### src/rtl/rv32i_ctrl_pkg.sv
// Shared encodings for the RV32I multi-cycle control path: opcodes, sequencer
// states, and the select encodings seen by the immediate generator and writeback mux.
package rv32i_ctrl_pkg;

   localparam logic [6:0] OPC_R      = 7'b0110011;
   localparam logic [6:0] OPC_I_ALU  = 7'b0010011;
   localparam logic [6:0] OPC_LOAD   = 7'b0000011;
   localparam logic [6:0] OPC_STORE  = 7'b0100011;
   localparam logic [6:0] OPC_BRANCH = 7'b1100011;
   localparam logic [6:0] OPC_JAL    = 7'b1101111;
   localparam logic [6:0] OPC_LUI    = 7'b0110111;

   localparam int unsigned WAIT_CNT_W = 8;

   typedef enum logic [2:0] {
      ST_FETCH  = 3'd0,
      ST_DECODE = 3'd1,
      ST_EXEC   = 3'd2,
      ST_MEM    = 3'd3,
      ST_WB     = 3'd4,
      ST_TRAP   = 3'd5
   } state_e;

   typedef enum logic [2:0] {
      IMM_I = 3'd0,
      IMM_S = 3'd1,
      IMM_B = 3'd2,
      IMM_J = 3'd3,
      IMM_U = 3'd4
   } imm_sel_e;

   typedef enum logic [1:0] {
      WB_ALU = 2'd0,
      WB_MEM = 2'd1,
      WB_PC4 = 2'd2
   } wb_sel_e;

   typedef enum logic [1:0] {
      ALU_ADD   = 2'd0,
      ALU_SUB   = 2'd1,
      ALU_FUNCT = 2'd2
   } alu_op_e;

   // At most one bit set; all clear means the opcode is not supported.
   typedef struct packed {
      logic r;
      logic i_alu;
      logic load;
      logic store;
      logic branch;
      logic jal;
      logic lui;
   } instr_class_t;

endpackage

### src/rtl/mcyc_decode.sv
// Opcode classifier: Instr[6:0] to a one-hot instruction class plus a legal flag.
module mcyc_decode
   import rv32i_ctrl_pkg::*;
(
   input  logic [6:0]   opcode,
   output instr_class_t cls,
   output logic         legal
);

   always_comb begin
      cls = '0;
      case (opcode)
         OPC_R:      cls.r      = 1'b1;
         OPC_I_ALU:  cls.i_alu  = 1'b1;
         OPC_LOAD:   cls.load   = 1'b1;
         OPC_STORE:  cls.store  = 1'b1;
         OPC_BRANCH: cls.branch = 1'b1;
         OPC_JAL:    cls.jal    = 1'b1;
         OPC_LUI:    cls.lui    = 1'b1;
         default:    cls        = '0;
      endcase
      legal = |cls;
   end

endmodule

### src/rtl/multicycle_ctrl.sv
// RV32I multi-cycle sequencer (FETCH/DECODE/EXEC/MEM/WB/TRAP) with memory timeout.
// Performance counters are built only when MCTRL_PERF_CNT_EN is defined.
module multicycle_ctrl
   import rv32i_ctrl_pkg::*;
#(
   parameter int unsigned MEM_TIMEOUT = 255
) (
   input  logic        clk,
   input  logic        rst_n,
   input  logic [31:0] Instr,
   input  logic        br_taken,
   input  logic        mem_ready,
   output logic        mem_req,
   output logic        mem_we,
   output logic        mem_isel,
   output logic        pc_we,
   output logic        pc_sel,
   output logic        ir_we,
   output logic        reg_we,
   output logic        alu_src_b,
   output logic [1:0]  alu_op,
   output logic [2:0]  imm_sel,
   output logic [1:0]  wb_sel,
   output logic        trap,
   output logic [31:0] cycle_cnt,
   output logic [31:0] instret_cnt
);

   localparam logic [WAIT_CNT_W-1:0] TIMEOUT_VAL = WAIT_CNT_W'(MEM_TIMEOUT);
   localparam bit                    TIMEOUT_EN  = (MEM_TIMEOUT != 0);

   state_e                  state;
   state_e                  state_nxt;
   logic [WAIT_CNT_W-1:0]   wait_cnt;
   instr_class_t            cls;
   logic                    legal;
   logic                    wait_cyc;
   logic                    timeout;
   logic                    instr_hi_unused;

   assign instr_hi_unused = ^Instr[31:7];

   mcyc_decode u_decode (
      .opcode (Instr[6:0]),
      .cls    (cls),
      .legal  (legal)
   );

   assign wait_cyc = mem_req && !mem_ready;
   // Fires on the wait cycle that brings the count up to the limit.
   assign timeout  = TIMEOUT_EN && wait_cyc && ((wait_cnt + 8'd1) == TIMEOUT_VAL);

   always_ff @(posedge clk or negedge rst_n) begin
      if (!rst_n) begin
         state <= ST_FETCH;
      end else begin
         state <= state_nxt;
      end
   end

   always_comb begin
      state_nxt = state;
      case (state)
         ST_FETCH: begin
            if (mem_ready) begin
               state_nxt = ST_DECODE;
            end else if (timeout) begin
               state_nxt = ST_TRAP;
            end
         end
         ST_DECODE: state_nxt = legal ? ST_EXEC : ST_TRAP;
         ST_EXEC: begin
            if (cls.r || cls.i_alu || cls.lui) begin
               state_nxt = ST_WB;
            end else if (cls.load || cls.store) begin
               state_nxt = ST_MEM;
            end else if (cls.branch || cls.jal) begin
               state_nxt = ST_FETCH;
            end else begin
               state_nxt = ST_TRAP;
            end
         end
         ST_MEM: begin
            if (mem_ready) begin
               state_nxt = cls.store ? ST_FETCH : ST_WB;
            end else if (timeout) begin
               state_nxt = ST_TRAP;
            end
         end
         ST_WB:   state_nxt = ST_FETCH;
         ST_TRAP: state_nxt = ST_TRAP;
         default: state_nxt = ST_TRAP;
      endcase
   end

   always_ff @(posedge clk or negedge rst_n) begin
      if (!rst_n) begin
         wait_cnt <= '0;
      end else if ((state_nxt != state) &&
                   ((state_nxt == ST_FETCH) || (state_nxt == ST_MEM))) begin
         wait_cnt <= '0;
      end else if (wait_cyc) begin
         wait_cnt <= wait_cnt + 8'd1;
      end
   end

   // Outputs are held at zero while rst_n is low so nothing is written mid-reset.
   always_comb begin
      mem_req   = 1'b0;
      mem_we    = 1'b0;
      mem_isel  = 1'b0;
      pc_we     = 1'b0;
      pc_sel    = 1'b0;
      ir_we     = 1'b0;
      reg_we    = 1'b0;
      alu_src_b = 1'b0;
      alu_op    = ALU_ADD;
      imm_sel   = IMM_I;
      wb_sel    = WB_ALU;
      trap      = 1'b0;
      if (rst_n) begin
         case (state)
            ST_FETCH: begin
               mem_req  = 1'b1;
               mem_isel = 1'b1;
               ir_we    = mem_ready;
               pc_we    = mem_ready;
            end
            ST_EXEC: begin
               if (cls.r) begin
                  alu_op = ALU_FUNCT;
               end
               if (cls.i_alu) begin
                  alu_op    = ALU_FUNCT;
                  alu_src_b = 1'b1;
                  imm_sel   = IMM_I;
               end
               if (cls.load || cls.store) begin
                  alu_op    = ALU_ADD;
                  alu_src_b = 1'b1;
                  imm_sel   = cls.store ? IMM_S : IMM_I;
               end
               if (cls.branch) begin
                  alu_op  = ALU_SUB;
                  imm_sel = IMM_B;
                  pc_we   = br_taken;
                  pc_sel  = 1'b1;
               end
               if (cls.jal) begin
                  imm_sel = IMM_J;
                  pc_we   = 1'b1;
                  pc_sel  = 1'b1;
                  reg_we  = 1'b1;
                  wb_sel  = WB_PC4;
               end
               if (cls.lui) begin
                  imm_sel   = IMM_U;
                  alu_src_b = 1'b1;
                  alu_op    = ALU_ADD;
               end
            end
            ST_MEM: begin
               mem_req = 1'b1;
               mem_we  = cls.store;
            end
            ST_WB: begin
               reg_we = 1'b1;
               wb_sel = cls.load ? WB_MEM : WB_ALU;
            end
            ST_TRAP: trap = 1'b1;
            default: ;
         endcase
      end
   end

`ifdef MCTRL_PERF_CNT_EN
   logic [31:0] cycle_q;
   logic [31:0] instret_q;
   logic        retire;

   assign retire = (state_nxt == ST_FETCH) &&
                   ((state == ST_EXEC) || (state == ST_MEM) || (state == ST_WB));

   always_ff @(posedge clk or negedge rst_n) begin
      if (!rst_n) begin
         cycle_q   <= '0;
         instret_q <= '0;
      end else begin
         if (state != ST_TRAP) begin
            cycle_q <= cycle_q + 32'd1;
         end
         if (retire) begin
            instret_q <= instret_q + 32'd1;
         end
      end
   end

   assign cycle_cnt   = cycle_q;
   assign instret_cnt = instret_q;
`else
   assign cycle_cnt   = '0;
   assign instret_cnt = '0;
`endif

endmodule

### config.mk
export PLATFORM = sky130hd
export DESIGN_NAME = multicycle_ctrl
export DESIGN_NICKNAME = d
export VERILOG_FILES = /design/src/rtl/rv32i_ctrl_pkg.sv /design/src/rtl/mcyc_decode.sv /design/src/rtl/multicycle_ctrl.sv
export SDC_FILE = /design/constraint.sdc
export NUM_CORES = 1
export LEC_CHECK = 0
export ABC_AREA = 1
export CAP_MARGIN = 5
export CORE_ASPECT_RATIO = 0.75
export CORE_MARGIN = 5
export CORE_UTILIZATION = 36
export CTS_BUF_LIST = sky130_fd_sc_hd__clkbuf_16
export DETAILED_ROUTE_END_ITERATION = 10
export PLACE_DENSITY = 0.83
export RECOVER_POWER = 100
export SLEW_MARGIN = 20
export SYNTH_ARGS = -nofsm -noshare
export SYNTH_HDL_FRONTEND = slang
export SYNTH_HIERARCHICAL = 1
export SYNTH_SLANG_ARGS = --single-unit
### constraint.sdc
create_clock -name clk -period 2.32 [get_ports clk]
set_input_delay 0.696 -clock clk [delete_from_list [all_inputs] [get_ports clk]]
set_output_delay 0.696 -clock clk [all_outputs]
set_load 0.005 [all_outputs]
# ---- Yosys cells after proc, flatten, opt, wreduce, memory -nomap -nowiden
# Index checks and enable logic that the tools add are counted.
dict set report word_totals {
  ff_bits 11
  input_bits 36
  wordCells 94
}
dict set report op_classes {
  n_addsub 1
  mux 62
  n_reduce_logical 14
  eq_ne 15
}
# op n
set op_table {}
lappend op_table {{3-bit two-way mux} 13}
lappend op_table {{1-bit two-way mux} 34}
lappend op_table {{7-bit by 6-bit == test with 1-bit output, second input constant} 3}
lappend op_table {{2-bit two-way mux} 9}
lappend op_table {{8-bit two-way mux} 2}
lappend op_table {{3-bit case mux with 5 select lines} 1}
lappend op_table {{7-bit == test, second input constant} 2}
lappend op_table {{3-bit by 2-bit == test with 1-bit output, second input constant} 3}
lappend op_table {{8-bit by 1-bit adder with 8-bit output, second input constant} 1}
lappend op_table {{8-bit == test, second input constant} 1}
lappend op_table {{7-bit by 2-bit == test with 1-bit output, second input constant} 1}
lappend op_table {{7-bit by 5-bit == test with 1-bit output, second input constant} 1}
lappend op_table {{7-bit OR reduction} 1}
lappend op_table {{3-bit == test, second input constant} 2}
lappend op_table {{3-bit zero test} 2}
lappend op_table {{1-bit logical OR} 5}
lappend op_table {{1-bit case mux with 2 select lines} 2}
lappend op_table {{2-bit case mux with 2 select lines} 1}
lappend op_table {{3-bit by 1-bit == test with 1-bit output, second input constant} 1}
lappend op_table {{1-bit logical AND} 3}
lappend op_table {{3-bit != test} 1}
lappend op_table {{2-bit nonzero test} 1}
lappend op_table {{2-bit OR reduction} 1}
lappend op_table {{1-bit zero test} 1}

# ---- Longest topological paths before layout
# Gate-level depths: netlist of run 1.
dict set report depth {
  depth_word 13
  ltp_mapped 15
  mapped_depth_nobuf 15
}

# ---- Modules after synthesis
# The synthesis of run 1 kept the hierarchy.
# mod instances area_each_um2 cells_per_inst seq_area_each_um2
set by_module_without_submodules {}
lappend by_module_without_submodules {multicycle_ctrl 1 1510.2 218 275.3}
lappend by_module_without_submodules {mcyc_decode 1 135.1 32 0.0}

# ---- Least setup slack after synthesis of run 1
# OpenSTA, ideal clock, no wires.
dict set report synth_path {
  path_type {in2reg}
  startpoint {in Instr[1]}
  endpoint {reg wait_cnt[0]}
  t_arrival_ns 2.081
  required_ns 2.200
  setup_ns 0.120
  path_buffers 0
  setup_slack_ns 0.119
  cell_stages 13
  path_cell_list {nand2_1 -> nor2_2 -> inv_2 -> nor3_1 -> nor2_1 -> o21ai_1 -> nor2_1 -> nor3_4 -> nand2_4 -> nand2_1 -> nand2_4 -> nor2_8 -> nor2_2}
}
# element line
set synth_rtl {}
lappend synth_rtl {{start, declared} multicycle_ctrl.sv:10} ;# input logic [31:0] Instr,
lappend synth_rtl {{end signal, assigned} multicycle_ctrl.sv:103} ;# wait_cnt <= wait_cnt + 8'd1;
lappend synth_rtl {{end, declared} multicycle_ctrl.sv:34} ;# logic [WAIT_CNT_W-1:0] wait_cnt;

==> run_results.csv, run 1 <==
group,metric,value,unit
timing,timing.fmax,391,MHz
timing,maxSlewViolCount,0,
cells_and_area,fillers,377,
power,p_comb_share,19.1,%
critical_path,critPathMaxStageDelay,0.17,ns
floorplanning,die_h,68.5,um
cts,cts-root-buf,"clkbuf_16",
drt,drc,0,
critical_path,crit_type,"in -> out",
timing,finalCriticalPeriod,2.56,ns
timing,final.setup_skew,0.00528,ns
floorplanning,initial_core_util,37.1,%
critical_path,crit_path_max_fanout,3,
timing,whs,0.480,ns
synthesis,synth_area,0.00165,mm2
cells_and_area,insertedDiodeCount,0,
timing,setup_viol,19,
flow_run,cap_violations,0,
placed_design,gp_congestion,0.861,
cts,clk_pin_slew,0.05,ns
status,outcome,"complete, but fails checks",
synthesis,synth_seq_cells,11,
cts,cts_tree,"yes",
floorplanning,fp.dieArea,0.00604,mm2
power,power_frac_clock,50.8,%
critical_path,crit_chain,"buf_2, nand2_4, nor2_4, inv_2, buf_6, nor3_4, or2_1, nand4_1, nor3_1, buf_2",
synthesis,synth_top_area_cell,"buf_4",
drt,wl,5.13,mm
timing,worst_slack,-0.239,ns
floorplanning,die_w,88.1,um
cells_and_area,nNetsFinal,364,
drt,post_drt_wl_per_cell,13.4,um
status,violations,"negative setup slack",
cells_and_area,final_cells,382,
drt,ant_nets,0,
min_path,worstHoldPathType,"in -> async",
synthesis,ys_top_cells_by_area,"buf_4 (29%), dfrtp_1 (17%), nor2_1 (7.8%)",
synthesis,synthCells,250,
synthesis,yosys_warnings,6,
drt,dr_total_vias,1744,
cts,cts_max_level,1,
cts,cts_sinks,11,
critical_path,crit_slowest_cell,"or2_1",
synthesis,synth_top_area_share,29.2,%
power,switchingPower,173,uW
cts,numCtsBuffers,3,
timing,rsz0062_at_grt,"true",
synthesis,syn_avg_cell_area,6.58,um2
synthesis,seq_area_frac_synth,16.7,%
cts,cts_hold_buf,0,
floorplanning,rows,21,
drt,avgViaCountPerCell,4.57,
timing,fin_crit_sh,110,%
placed_design,dp.cells,356,
drt,drtIter0Drc,127,
grt,antenna_found_initial,0,
cells_and_area,syn_to_final_growth,43.5,%
timing,finalSetupTns,-1.51,ns
critical_path,endpoint_kind,"primary output",
synthesis,synth_cell_types,32,
floorplanning,core_region_area,0.00444,mm2
grt,track_usage,14.1,%
placed_design,numPortBuffers,26,
power,leakagePower,0.00121,uW
power,powerDensity,270,mW/mm2
power,swShare,27.0,%
power,ir_drop,0.280,mV
critical_path,crit_arrival,1.86,ns
grt,grt_max_degree,15,
cells_and_area,mostFrequentLayoutCell,"conb_1",
grt,overflow,0,
grt,grt_pass1_wl,6.67,mm
floorplanning,io_pins,116,
grt,grt_pass1_vias,1505,
critical_path,cp_data_required_time,1.62,ns
timing,hold_violations,0,
cts,clk_latency,0.24,ns
cts,cts_max_path_buffers,2,
drt,drt_first_pass_iters,4,
synthesis,synth_edf_count,0,
power,finalPower,639,uW
synthesis,synthFlopType,"dfrtp_1",
critical_path,cp_common_cell,"buf_2",
cells_and_area,layout_common_cells,"conb_1 (64), buf_4 (37), nand2_1 (22)",
cells_and_area,drive_gt1_share,48.3,%
critical_path,start_kind,"input pin",
power,p_int,466,uW
placed_design,hpwl,2.92,mm
synthesis,async_flop_share,100,%
power,pwr-share-seq,30.1,%
==> synth_stat cells, types with 3 or more instances <==
master,instances
buf_4,64
nor2_1,34
nand2_1,33
inv_1,26
nor2_2,14
a21oi_1,11
dfrtp_1,11
nand3_1,10
nor3_1,9
nand2_2,6
inv_2,3
==> sequential cells by signal, summed over array words and instances, names as in the netlist <==
register and count:
state 3, wait_cnt 8
==> cell type report <==
| class | count | area [um2] | area share, % |
|---|---|---|---|
| Multi-Input combinational cell | 207 | 1230 | 52.1 |
| Timing Repair Buffer | 73 | 578 | 24.5 |
| Sequential cell | 11 | 275 | 11.7 |
| Inverter | 30 | 125 | 5.30 |
| Clock buffer | 3 | 75.1 | 3.18 |
| Tap cell | 57 | 71.3 | 3.02 |
| Clock inverter | 1 | 5.00 | 0.212 |
==> what timing repair did <==
action                     in CTS  in global routing
setup endpoints to repair      24                 21
resized for setup             139                 32
pin swaps                      33                 32
buffers inserted               22                  6
==> through the flow <==
step | area [um2] | setup slack [ns] | util [%]
after floorplan | 1880 | 0.119 | -
after global placement | 1920 | -0.920 | 43.2
after detailed placement | 1920 | -0.979 | 43.2
after CTS | 2210 | -0.275 | 49.8
after global routing | 2360 | -0.249 | 53.2
final | 2360 | -0.239 | 53.2
==> routing by layer <==
layer  track usage, %  up-vias  part of all wire [%]
li1                 -      804                     -
met4             4.53        0                   5.0
met1             17.4      822                    37
met2             25.2       90                    51
met5                0        -                     0
met3             2.49       28                   6.9
==> worst max-delay path, delay by kind of cell <==
| kind | cells | cell delay [ns] |
|---|---|---|
| buffers and inverters | 4 | 0.44 |
| AND/OR/NAND/NOR | 6 | 0.71 |
==> power groups by stage <==
stage | logic [uW] | registers (uW) | clock network, uW
after floorplan | 117 | 195 | 0
after global placement | 81.9 | 195 | 0
after detailed placement | 82.8 | 195 | 0
after CTS | 100 | 193 | 324
after global routing | 134 | 192 | 335
final | 122 | 193 | 324
==> logic make-up after synthesis <==
| group | after synthesis | share of synthesized area, % |
|---|---|---|
| buf+inv | 95 | 36.3 |
| other cells | 1 | 0.228 |
| xor+xnor | 1 | 0.532 |
| fa+ha+maj | 2 | 1.52 |
| flops | 11 | 16.7 |
| compound gates | 19 | 6.84 |
| simple gates | 121 | 37.9 |
==> path summary, 6_finish.rpt <==
kind / start / endpoint / depth (start not counted) / slack (ns)
setup / recovery: Instr[0] / alu_op[1] / 10 / -0.24
setup reg to reg: wait_cnt[1]$_DFFE_PN0P_ / wait_cnt[5]$_DFFE_PN0P_ / 12 / 0.33
min in group clk: wait_cnt[7]$_DFFE_PN0P_ / wait_cnt[7]$_DFFE_PN0P_ / 2 / 0.56
hold / removal: rst_n / wait_cnt[1]$_DFFE_PN0P_ / 2 / 0.48
max in group asynchronous: rst_n / wait_cnt[6]$_DFFE_PN0P_ / 3 / 1.23
hold reg to reg: wait_cnt[7]$_DFFE_PN0P_ / wait_cnt[7]$_DFFE_PN0P_ / 2 / 0.56
(Power assumes the default switching activity.)
==> inputs of run 2 (changes only) <==
--- a/config.mk
+++ b/config.mk
@@ -9,10 +9,11 @@
 export CAP_MARGIN = 5
 export CORE_ASPECT_RATIO = 0.75
 export CORE_MARGIN = 5
-export CORE_UTILIZATION = 36
+export CORE_UTILIZATION = 37
 export CTS_BUF_LIST = sky130_fd_sc_hd__clkbuf_16
+export CTS_CLUSTER_SIZE = 12
 export DETAILED_ROUTE_END_ITERATION = 10
-export PLACE_DENSITY = 0.83
+export DONT_BUFFER_PORTS = 1
 export RECOVER_POWER = 100
 export SLEW_MARGIN = 20
 export SYNTH_ARGS = -nofsm -noshare
==> constraint.sdc (replaced) <==
create_clock -name clk -period 2.6 [get_ports clk]
set_input_delay 0.78 -clock clk [delete_from_list [all_inputs] [get_ports clk]]
set_output_delay 0.78 -clock clk [all_outputs]
set_load 0.005 [all_outputs]
==> run 2 against run 1 <==
Compared with the run above: the flow now finishes without violations; die area down 2.3%; largest power group unchanged; total power down 23%; via count down 27%; critical path type unchanged; critical endpoint unchanged; first-iteration DRC count down 50%.
==> run_results.csv, run 2 (synthesis gave the netlist of run 1 again) <==
group,metric,value,unit
status,outcome,"finished clean",
floorplanning,die_h,67.8,um
cells_and_area,largest_reg_flops,8,
floorplanning,rows,21,
timing,whs,0.236,ns
cells_and_area,syn_to_final_growth,-5.48,%
cts,cts_max_level,1,
cts,cts_setup_buffers,0,
critical_path,crit_arrival,1.73,ns
cts,clk_pin_slew,0.04,ns
drt,dr_total_vias,1275,
grt,grt_pass1_wl,4.81,mm
timing,fin_crit_sh,96.4,%
timing,maxSlewViolCount,0,
critical_path,critPathMaxStageDelay,0.20,ns
grt,grt_max_degree,15,
critical_path,crit_chain,"nand2_1, nor2_2, inv_2, nor3_1, or2_1, nand4_1, nor3_2",
timing,final.setup_skew,0.00203,ns
cts,cts_sinks,11,
grt,antenna_found_initial,0,
drt,ant_nets,0,
cells_and_area,layout_common_cells,"conb_1 (64), nor2_1 (34), nand2_1 (34)",
timing,timing.fmax,399,MHz
critical_path,crit_buf_inv,1,
timing,finalSetupTns,0,ns
critical_path,path_delay_family,"simple AND/OR/NAND/NOR gates",
floorplanning,initial_core_util,37.5,%
timing,worst_slack,0.0940,ns
floorplanning,die_w,87,um
cts,cts_tree,"yes",
cts,clk_latency,0.24,ns
timing,setup_viol,0,
cells_and_area,insertedDiodeCount,0,
critical_path,crit_slowest_cell,"nor3_1",
power,leakagePower,0.000797,uW
power,finalPower,491,uW
critical_path,start_kind,"input pin",
cts,cts-root-buf,"clkbuf_16",
drt,drc,0,
floorplanning,io_pins,116,
placed_design,hpwl,2.51,mm
placed_design,numPortBuffers,0,
placed_design,gp_congestion,0.779,
placed_design,preCtsSetupSlack,0.0331,ns
drt,avgViaCountPerCell,4.10,
drt,drt_first_pass_iters,4,
power,powerDensity,315,mW/mm2
timing,finalCriticalPeriod,2.51,ns
floorplanning,fp.dieArea,0.00589,mm2
flow_run,cap_violations,0,
cells_and_area,nNetsFinal,293,
cells_and_area,drive_gt1_share,15.4,%
drt,wl,3.01,mm
power,ir_drop,0.164,mV
critical_path,crit_type,"in -> out",
timing,rsz0062_at_grt,"false",
drt,post_drt_wl_per_cell,9.68,um
grt,overflow,0,
min_path,worstHoldPathType,"in -> async",
cells_and_area,mostFrequentLayoutCell,"conb_1",
grt,track_usage,10.2,%
cells_and_area,top_regs,"wait_cnt (8), state (3)",
critical_path,crit_path_max_fanout,4,
critical_path,cp_data_required_time,1.82,ns
grt,grt_pass1_vias,1076,
drt,drtIter0Drc,64,
floorplanning,core_region_area,0.00439,mm2
cells_and_area,top_register,"wait_cnt",
critical_path,endpoint_kind,"primary output",
cts,numCtsBuffers,3,
timing,hold_violations,0,
cts,cts_max_path_buffers,2,
-- run 2: through the flow --
step           instances  cell area (um2)  utilization, %
5_1_grt              311             1560            35.4
6_report             311             1560            35.4
4_1_cts              311             1560            35.6
2_1_floorplan        313             1880               -
3_3_place_gp         307             1480            33.8
3_5_place_dp         307             1480            33.8
-- run 2: final cells by class --
class	count	area, um2
clock buffers	3	75.1
multi-input cells	207	1000
fillers	488	2830
well taps	57	71.3
flip-flops and latches	11	275
inverters	30	113
repair buffers	2	15.0
clock inverters	1	3.75
-- run 2: final timing paths --
path,from,to,slack (ns),cells after the start
setup reg to reg,wait_cnt[1]$_DFFE_PN0P_,wait_cnt[7]$_DFFE_PN0P_,0.63,12
min in group clk,wait_cnt[7]$_DFFE_PN0P_,wait_cnt[7]$_DFFE_PN0P_,0.56,2
hold / removal,rst_n,wait_cnt[1]$_DFFE_PN0P_,0.24,0
hold reg to reg,wait_cnt[7]$_DFFE_PN0P_,wait_cnt[7]$_DFFE_PN0P_,0.56,2
max in group asynchronous,rst_n,wait_cnt[7]$_DFFE_PN0P_,2.29,0
setup / recovery,Instr[1],alu_op[1],0.09,7
-- run 2: routing by layer --
layer / GRT usage, % / vias up / part of all wire, %
li1: - / 653 / -
met1: 15.0 / 549 / 47
met2: 15.1 / 69 / 41
met3: 1.34 / 4 / 11
met4: 3.50 / 0 / 1.0
met5: 0 / - / 0
-- run 2: power by group --
group	internal, uW	total (uW)	leakage, uW	switching, uW
Sequential	172	172	0.000143	0
Clock	202	276	0.0000423	74.7
Combinational	5.50	42.1	0.000611	36.6
Total	379	491	0.000797	111
-- run 2: what timing repair did --
action,CTS,global route
resized for setup,0,5
hold buffers,0,0
endpoints found under the setup margin,0,5
